--- config.mk ---
export PLATFORM = sky130hd
export DESIGN_NAME = uart_cmd_decoder
export DESIGN_NICKNAME = d
export VERILOG_FILES = /design/src/rtl/uart_cmd_pkg.sv /design/src/rtl/cmd_timeout_timer.sv /design/src/rtl/uart_cmd_decoder.sv
export SDC_FILE = /design/constraint.sdc
export NUM_CORES = 1
export LEC_CHECK = 0
export CORE_UTILIZATION = 60
export CTS_CLUSTER_SIZE = 14
export DETAILED_ROUTE_END_ITERATION = 8
export HOLD_SLACK_MARGIN = 0.05
export MAX_ROUTING_LAYER = met4
export PLACE_DENSITY = 0.84
export SYNTH_ARGS = -nofsm -noshare
export SYNTH_HDL_FRONTEND = slang
export SYNTH_HIERARCHICAL = 1
export SYNTH_SLANG_ARGS = --single-unit
--- constraint.sdc ---
create_clock -name clk -period 5.2 [get_ports clk]
set_clock_uncertainty 0.2 [all_clocks]
set_input_delay 1.04 -clock clk [delete_from_list [all_inputs] [get_ports clk]]
set_output_delay 1.04 -clock clk [all_outputs]
set_load 0.005 [all_outputs]
--- src/rtl/uart_cmd_pkg.sv ---
// -----------------------------------------------------------------------------
// uart_cmd_pkg
// Shared constants for the UART command decoder: the ASCII characters that make
// up the command set, the decoder state encoding, the time-field limits, and
// small arithmetic helpers.
// No ports (package).
// -----------------------------------------------------------------------------
package uart_cmd_pkg;

  localparam logic [7:0] CHR_R     = 8'h52;
  localparam logic [7:0] CHR_C     = 8'h43;
  localparam logic [7:0] CHR_M     = 8'h4D;
  localparam logic [7:0] CHR_T     = 8'h54;
  localparam logic [7:0] CHR_CR    = 8'h0D;
  localparam logic [7:0] CHR_LF    = 8'h0A;
  localparam logic [7:0] CHR_SP    = 8'h20;
  localparam logic [7:0] CHR_0     = 8'h30;
  localparam logic [7:0] CHR_9     = 8'h39;
  // Clearing this bit folds an ASCII lowercase letter onto its uppercase form.
  localparam logic [7:0] CASE_MASK = 8'h20;

  localparam logic [6:0] HH_MAX = 7'd23;
  localparam logic [6:0] MS_MAX = 7'd59;

  typedef enum logic [1:0] {
    IDLE    = 2'd0,
    DIGITS  = 2'd1,
    WAIT_CR = 2'd2
  } state_t;

  // Two BCD-style digits to a binary value; 7 bits hold up to 99 with no truncation.
  function automatic logic [6:0] field_value(input logic [3:0] tens, input logic [3:0] ones);
    field_value = ({3'b000, tens} * 7'd10) + {3'b000, ones};
  endfunction

  // Fold a letter to uppercase. Only meaningful for comparisons against letters.
  function automatic logic [7:0] to_upper(input logic [7:0] b);
    to_upper = b & ~CASE_MASK;
  endfunction

endpackage

--- src/rtl/cmd_timeout_timer.sv ---
// -----------------------------------------------------------------------------
// cmd_timeout_timer
// Counts idle cycles while a multi-byte command is in progress and flags expiry
// when TIMEOUT_CYCLES-1 idle cycles have already been counted and yet another
// idle cycle arrives. An accepted byte on the expiry cycle cancels the expiry.
// Ports:
//   clk     in   system clock
//   rst     in   synchronous active-high reset
//   active  in   high while a command is partially received
//   clear   in   high when a byte is accepted this cycle (restarts the count)
//   expire  out  combinational expiry flag, registered by the decoder
// -----------------------------------------------------------------------------
module cmd_timeout_timer #(
  parameter int unsigned TIMEOUT_CYCLES = 100_000_000
) (
  input  logic clk,
  input  logic rst,
  input  logic active,
  input  logic clear,
  output logic expire
);

  localparam logic [31:0] LAST_COUNT = 32'(TIMEOUT_CYCLES - 1);

  logic [31:0] count_r;

  // Idle-cycle counter: restarts on any accepted byte or when no command is open.
  always_ff @(posedge clk) begin
    if (rst) begin
      count_r <= 32'd0;
    end else if (!active || clear) begin
      count_r <= 32'd0;
    end else begin
      count_r <= count_r + 32'd1;
    end
  end

  // Expiry needs a further idle cycle once the limit is reached; a byte wins.
  always_comb begin
    expire = 1'b0;
    if (active && !clear && (count_r == LAST_COUNT)) begin
      expire = 1'b1;
    end else begin
      expire = 1'b0;
    end
  end

endmodule

--- src/rtl/uart_cmd_decoder.sv ---
// -----------------------------------------------------------------------------
// uart_cmd_decoder
// Turns bytes popped from the UART RX FIFO into one-cycle control strobes
// (run/stop, clear, mode) and an atomic, range-checked set-time update from
// the command "Thhmmss<CR>". Letters are case-insensitive.
// Optional feature: define UART_CMD_TIMEOUT_EN to abandon a partial set-time
// command after TIMEOUT_CYCLES idle cycles (cmd_err is pulsed).
// Ports:
//   clk            in   system clock
//   rst            in   synchronous active-high reset
//   rx_data[7:0]   in   received byte
//   rx_valid       in   rx_data is consumed this cycle
//   run_stop_pulse out  run/stop toggle strobe
//   clear_pulse    out  clear strobe
//   mode_pulse     out  mode toggle strobe
//   set_valid      out  set_hh/mm/ss carry a new accepted time
//   set_hh[4:0]    out  hours
//   set_mm[5:0]    out  minutes
//   set_ss[5:0]    out  seconds
//   cmd_err        out  malformed, out-of-range or timed-out command strobe
//   busy           out  set-time command partially received
// -----------------------------------------------------------------------------
module uart_cmd_decoder
  import uart_cmd_pkg::*;
#(
  parameter int unsigned TIMEOUT_CYCLES = 100_000_000
) (
  input  logic       clk,
  input  logic       rst,
  input  logic [7:0] rx_data,
  input  logic       rx_valid,
  output logic       run_stop_pulse,
  output logic       clear_pulse,
  output logic       mode_pulse,
  output logic       set_valid,
  output logic [4:0] set_hh,
  output logic [5:0] set_mm,
  output logic [5:0] set_ss,
  output logic       cmd_err,
  output logic       busy
);

  state_t      state_r;
  logic [2:0]  idx_r;
  // Digits shift in from the right: [23:20] is the hours tens digit once six are in.
  logic [23:0] digits_r;

  logic [7:0]  upper_s;
  logic [7:0]  diff_s;
  logic        is_digit_s;
  logic        is_space_s;
  logic [6:0]  hh_s;
  logic [6:0]  mm_s;
  logic [6:0]  ss_s;
  logic        range_ok_s;
  logic        timeout_expire_s;

`ifdef UART_CMD_TIMEOUT_EN
  cmd_timeout_timer #(
    .TIMEOUT_CYCLES(TIMEOUT_CYCLES)
  ) u_timer (
    .clk    (clk),
    .rst    (rst),
    .active (busy),
    .clear  (rx_valid),
    .expire (timeout_expire_s)
  );
`else
  assign timeout_expire_s = 1'b0;
`endif

  // Byte classification and range check of the buffered time fields.
  always_comb begin
    upper_s    = to_upper(rx_data);
    diff_s     = rx_data - CHR_0;
    // Bytes below '0' wrap to large values, so one unsigned compare covers both ends.
    is_digit_s = (diff_s <= (CHR_9 - CHR_0));
    is_space_s = (rx_data == CHR_CR) || (rx_data == CHR_LF) || (rx_data == CHR_SP);
    hh_s       = field_value(digits_r[23:20], digits_r[19:16]);
    mm_s       = field_value(digits_r[15:12], digits_r[11:8]);
    ss_s       = field_value(digits_r[7:4],   digits_r[3:0]);
    range_ok_s = (hh_s <= HH_MAX) && (mm_s <= MS_MAX) && (ss_s <= MS_MAX);
  end

  // Command FSM with registered strobes, busy flag and set-time outputs.
  always_ff @(posedge clk) begin
    if (rst) begin
      state_r        <= IDLE;
      idx_r          <= 3'd0;
      digits_r       <= 24'd0;
      run_stop_pulse <= 1'b0;
      clear_pulse    <= 1'b0;
      mode_pulse     <= 1'b0;
      set_valid      <= 1'b0;
      set_hh         <= 5'd0;
      set_mm         <= 6'd0;
      set_ss         <= 6'd0;
      cmd_err        <= 1'b0;
      busy           <= 1'b0;
    end else begin
      run_stop_pulse <= 1'b0;
      clear_pulse    <= 1'b0;
      mode_pulse     <= 1'b0;
      set_valid      <= 1'b0;
      cmd_err        <= 1'b0;
      if (rx_valid) begin
        case (state_r)
          IDLE: begin
            // Whitespace is tested on the raw byte: folding would alias '-' onto CR.
            if (is_space_s) begin
              state_r <= IDLE;
            end else begin
              case (upper_s)
                CHR_R: run_stop_pulse <= 1'b1;
                CHR_C: clear_pulse    <= 1'b1;
                CHR_M: mode_pulse     <= 1'b1;
                CHR_T: begin
                  state_r <= DIGITS;
                  idx_r   <= 3'd0;
                  busy    <= 1'b1;
                end
                default: cmd_err <= 1'b1;
              endcase
            end
          end
          DIGITS: begin
            if (is_digit_s) begin
              digits_r <= {digits_r[19:0], diff_s[3:0]};
              idx_r    <= idx_r + 3'd1;
              if (idx_r == 3'd5) begin
                state_r <= WAIT_CR;
              end else begin
                state_r <= DIGITS;
              end
            end else begin
              cmd_err <= 1'b1;
              busy    <= 1'b0;
              state_r <= IDLE;
            end
          end
          WAIT_CR: begin
            if ((rx_data == CHR_CR) && range_ok_s) begin
              set_hh    <= hh_s[4:0];
              set_mm    <= mm_s[5:0];
              set_ss    <= ss_s[5:0];
              set_valid <= 1'b1;
            end else begin
              cmd_err <= 1'b1;
            end
            busy    <= 1'b0;
            state_r <= IDLE;
          end
          default: begin
            busy    <= 1'b0;
            state_r <= IDLE;
          end
        endcase
      end else if (timeout_expire_s) begin
        cmd_err <= 1'b1;
        busy    <= 1'b0;
        state_r <= IDLE;
      end else begin
        state_r <= state_r;
      end
    end
  end

endmodule

; Word level (Yosys, flattened, before mapping)
; Index checks and enable logic that the tools add are counted.
[totals]
wordCells = 80
ff_bits = 52
[op_classes]
mux = 22
n_mul = 3
n_addsub = 5
eq_ne = 15
bitwise_logic = 3
reduce_logical = 16
n_lt_le_gt_ge = 4
[ops]
columns = op, n
row1 = $eq A7 B6 Y1 const B, 4
row2 = $add A7 B4 Y7, 3
row3 = $mul A4 B3 Y6 const B, 3
row4 = $eq A8 B4 Y1 const B, 2
row5 = $le A7 B6 Y1 const B, 2
row6 = $mux W1, 11
row7 = $mux W3, 3
row8 = $eq A8 B6 Y1 const B, 1
row9 = $le A8 B4 Y1 const B, 1
row10 = $mux W2, 4
row11 = $reduce_or A4 Y1, 2
row12 = $sub A8 B6 Y8 const B, 1
row13 = $le A7 B5 Y1 const B, 1
row14 = $ne A2 B2 Y1 const B, 3
row15 = $pmux W3 S2, 1
row16 = $reduce_and A3 Y1, 2
row17 = $reduce_and A5 Y1, 1
row18 = $pmux W2 S2, 1
row19 = $reduce_and A4 Y1, 1
row20 = $add A3 B1 Y3 const B, 1
row21 = $eq A3 B3 Y1 const B, 1
row22 = $logic_and A1 B1 Y1, 3
row23 = $ne A3 B2 Y1 const B, 1
row24 = $not A1 Y1, 3
row25 = 11 further kinds, 12

; Logic depth before layout (Yosys ltp)
[logic_depth]
ltp_word = 8
ltp_mapped = 12
mapped_depth_nobuf = 10

; Worst setup path before layout
; No wires, ideal clock.
[synth_timing]
kind = register -> register
startpoint = register digits_r[5]
endpoint = register set_mm[0]
required_time_ns = 4.868
stages_incl_launch_ff = 13
setup_slack_ns = 1.921
arrival_ns = 2.947
period_less_slack_ns = 3.279
path_cell_list = dfxtp_1 > ha_1 > ha_1 > inv_1 > fa_1 > nand2b_1 > o31ai_2 > o211ai_2 > or4_4 > buf_6 > buf_12 > o31ai_2 > a21oi_1
[synth_between]
elab_chain_cells = 6
[synth_lines]
columns = element, line
row1 = start: declaration, uart_cmd_decoder.sv:46  ; logic [23:0] digits_r;
row2 = start signal: assignment, uart_cmd_decoder.sv:128  ; digits_r <= {digits_r[19:0], diff_s[3:0]};
row3 = $mul A4 B3 Y6, uart_cmd_pkg.sv:33  ; field_value = ({3'b000, tens} * 7'd10) + {3'b000, ones};
row4 = $add A7 B4 Y7, uart_cmd_pkg.sv:33
row5 = $le A7 B6 Y1, uart_cmd_decoder.sv:82  ; range_ok_s = (hh_s <= HH_MAX) && (mm_s <= MS_MAX) && (ss_s <= MS_MAX);
row6 = $logic_and A1 B1 Y1, uart_cmd_decoder.sv:82
row7 = $logic_and A1 B1 Y1, uart_cmd_decoder.sv:142  ; if ((rx_data == CHR_CR) && range_ok_s) begin
row8 = $reduce_and A3 Y1 (no source line), n/a
row9 = end signal: assignment, uart_cmd_decoder.sv:144  ; set_mm <= mm_s[5:0];
row10 = end: declaration, uart_cmd_decoder.sv:37  ; output logic [5:0] set_mm,
; Every way passes these cells.
; A chain may end at the register's enable or synchronous reset.

; Worst setup path in the final report
[layout_timing]
startpoint = register digits_r[15]
endpoint = register set_ss[2]
[layout_between]
elab_chain_cells = 7
[layout_lines]
columns = element, line
row1 = $mul A4 B3 Y6, uart_cmd_pkg.sv:33
row2 = $add A7 B4 Y7, uart_cmd_pkg.sv:33
row3 = $le A7 B6 Y1, uart_cmd_decoder.sv:82
row4 = $logic_and A1 B1 Y1 (2 in a row), uart_cmd_decoder.sv:82
row5 = $logic_and A1 B1 Y1, uart_cmd_decoder.sv:142
row6 = $reduce_and A3 Y1 (no source line), n/a
row7 = end signal: assignment, uart_cmd_decoder.sv:145  ; set_ss <= ss_s[5:0];
row8 = end: declaration, uart_cmd_decoder.sv:38  ; output logic [5:0] set_ss,
; Every way passes these cells.

==> run summary <==
Area leader, netlist = dfxtp_1
RR Endpoint = set_ss[2]$_SDFFE_PP0P_
Filler cells = 398
Syn Inst Count = 366
Cts bufs inserted = 5
DIE AREA = 5490 µm²
Clock Latency Late Sink = 0.32 ns
Multi-input logic area = 1900 µm²
Die height = 74.1 µm
Drt pass-1 iters = 5
CP required = 5.23 ns
Max Slew Vio Count = 0
Max frequency = 268 MHz
Post-synth EDFFs = 0
Synth Register Bits = 52
Via count = 2,783
Worst-path clk slew = 0.10 ns
Fraction of layout cells with a size suffix above 1 = 8.70%
R2R setup slack = 1.47 ns
Drt total wl = 7.49 mm
Vias in the first global route = 2,639
Cts-stage hold buffer count = 0
P&R area growth vs syn = 14.0%
Fin crit share = 71.8%
Syn avg cell area = 8.52 µm²
Clk buf depth = 2
Routed Antenna Nets = 0
Final hold viol count = 0
Worst Min Path Start = set_mm[2]$_SDFFE_PP0P_
Ys async rst share = 0%
DRC viols = 0
Synth top area cells = dfxtp_1 (33%), ha_1 (8.4%), a21oi_1 (8.0%), nand2_1 (7.2%), fa_1 (3.9%)
GP Congestion = 0.869
Final net count = 428
Grt total ovfl = 0
Initial antenna violation count = 0
Sequential fraction of the synthesis area = 33.4%
Worst R2R Path Depth = 10
R2r startpoint = digits_r[15]$_SDFFE_PP0P_
Status = completed
Row cnt = 25
Hold path endpoint = set_mm[2]$_SDFFE_PP0P_
Final core utilization = 73.3%
Min Hold Slack = 0.273 ns
CTS sink cnt = 52
Crit. End Element = flop
Worst hold path class = reg2reg
Final setup fails = 0
Static Leak = 1.21 nW
Synth Cell Area = 3120 µm²
Critical Path Fanout Max = 17
Slew margin rel. = 15.2%
Largest net degree at the start of global routing = 49
RSZ-0062 raised after global routing = no
CTS tree = yes
Chip width = 74.1 µm
I/O pin count = 34
Detail Placement HPWL = 5.21 mm
FF/Latch Area = 1040 µm²
Global-route wire length before repair = 12.6 mm
Worst Setup Start Kind = flop
Max Cap Violations = 0
Worst-Margin Slew = 1.27 ns
Ys flop type = dfxtp_1
Initial DRC Count = 299
Type of the worst setup path = reg2reg
Tot Pwr = 0.718 mW
IO buf count = 33
Synth warn = 6
Netlist cell types = 54
Initial Utilization = 64.3%
Syn nets = 404
Top-area cell type share of the netlist area = 33.4%
Root Buffer = clkbuf_8
WHS Path Cells = 2
Worst VDD drop = 0.000217 V
Final worst path period need = 3.73 ns
P per Cell Area = 202 nW/µm²
Resized cells post-CTS = 0
H-tree Lvls = 2
Global-route usage over all layers = 30.9%
Core area = 4850 µm²
Worst setup margin = 1.47 ns
Vias per cell = 6.08
Post-CTS Setup Bufs = 0
TNS Setup = 0 ns
Pre-CTS setup slack = 1.52 ns
Diode count = 0
WL/cell = 16.4 µm
WP data arrival = 3.76 ns
[registers in the layout (all words and copies together), names as in the netlist, 2 cells and up]
signal and count:
set_ss 6, set_mm 6, state_r 2, set_hh 5
digits_r 24, idx_r 3
[per-layer routing]
layer	vias to the layer above	track usage, %	wire length, µm
met3	9	6.78	455
met4	0	6.62	63
met2	100	48.3	3540
met1	1320	41.1	3430
met5	-	-	0
li1	1354	-	-
[layout by cell type (no fill, tap or decap), types with 2 or more instances in the layout]
cell type,count
nand2b_1,12
nand2_1,60
xnor2_1,7
a2111oi_0,2
ha_1,21
o31ai_2,9
o21ai_0,4
clkdlybuf4s50_1,33
nor2b_1,3
xor2_1,7
or4_1,6
nand3_1,5
a21o_1,2
nor2_1,14
a31oi_1,3
nor4_1,3
inv_1,19
nor4_2,2
nor3_1,6
or3b_2,2
nand4_1,16
a211oi_1,2
a311oi_1,3
a21oi_1,50
buf_4,3
dfxtp_1,52
clkbuf_8,5
or2_2,2
fa_1,6
o31ai_1,7
[report_power, final]
part | internal (mW) | switching (mW)
Combinational | 0.0141 | 0.0246
Clock | 0.143 | 0.137
Sequential | 0.399 | 0.000786
[synthesized netlist by cell type (all sizes together) (2+ instances only)]
cell type and number:
ha 21, a21o 2, o21ai 5, clkbuf 13, a311oi 3, or3b 2, inv 19, a31oi 3
nor3 6, o31ai 16, nand4 16, nand2b 12, nor2b 3, nor3b 2, nor2 14, dfxtp 52
or4 7, buf 6, a211oi 3, fa 6, xnor2 7, nand2 60, nor4 5, or2 2
xor2 7, a21oi 50, nand3 5, a2111oi 2
[layout make-up]
type	instances	area share, %
clock buffer	6	2.04
clock inverter	2	0.986
inverter	19	2.01
multi-input combinational	276	53.4
sequential	52	29.3
tap	67	2.36
timing repair buffer	36	9.93
[through the flow]
| step | cells | area [µm²] |
|---|---|---|
| 2_1_floorplan | 366 | 3120 |
| 3_3_place_gp | 450 | 3440 |
| 3_5_place_dp | 450 | 3440 |
| 4_1_cts | 458 | 3550 |
| 5_1_grt | 458 | 3550 |
| 6_report | 458 | 3550 |
[worst max path at each step]
stage                                         start                      to  slack, ns  depth (start not counted)
after floorplan            digits_r[5]$_SDFFE_PP0P_  set_mm[0]$_SDFFE_PP0P_       1.92                         12
after global placement                   rx_data[4]  set_hh[2]$_SDFFE_PP0P_       1.66                          6
after detailed placement  digits_r[15]$_SDFFE_PP0P_      cmd_err$_SDFF_PP0_       1.52                         10
after CTS                 digits_r[13]$_SDFFE_PP0P_      cmd_err$_SDFF_PP0_       1.50                         10
after global routing      digits_r[15]$_SDFFE_PP0P_      cmd_err$_SDFF_PP0_       1.28                         10
final                     digits_r[15]$_SDFFE_PP0P_  set_ss[2]$_SDFFE_PP0P_       1.47                         10
[logic make-up after synthesis]
family | count (synthesis) | share of synthesized area, %
buffers and inverters | 38 | 5.78
multiplexers | 2 | 0.682
AND/OR/NAND/NOR | 140 | 23.4
AO/OA/AOI/OAI | 93 | 20.6
flip-flops | 52 | 33.4
XOR/XNOR | 14 | 3.93
adder cells (fa/ha/maj) | 27 | 12.3
[critical path, stage by stage (launching register included)]
cell	delay [ns]
dfxtp_1	0.38
ha_1	0.30
ha_1	0.13
inv_1	0.04
fa_1	0.40
xor2_1	0.18
and4_1	0.21
a2111oi_0	0.58
and3_1	0.79
nor2_1	0.14
a311oi_1	0.28
Note: power is estimated with default switching activity, not from simulation.
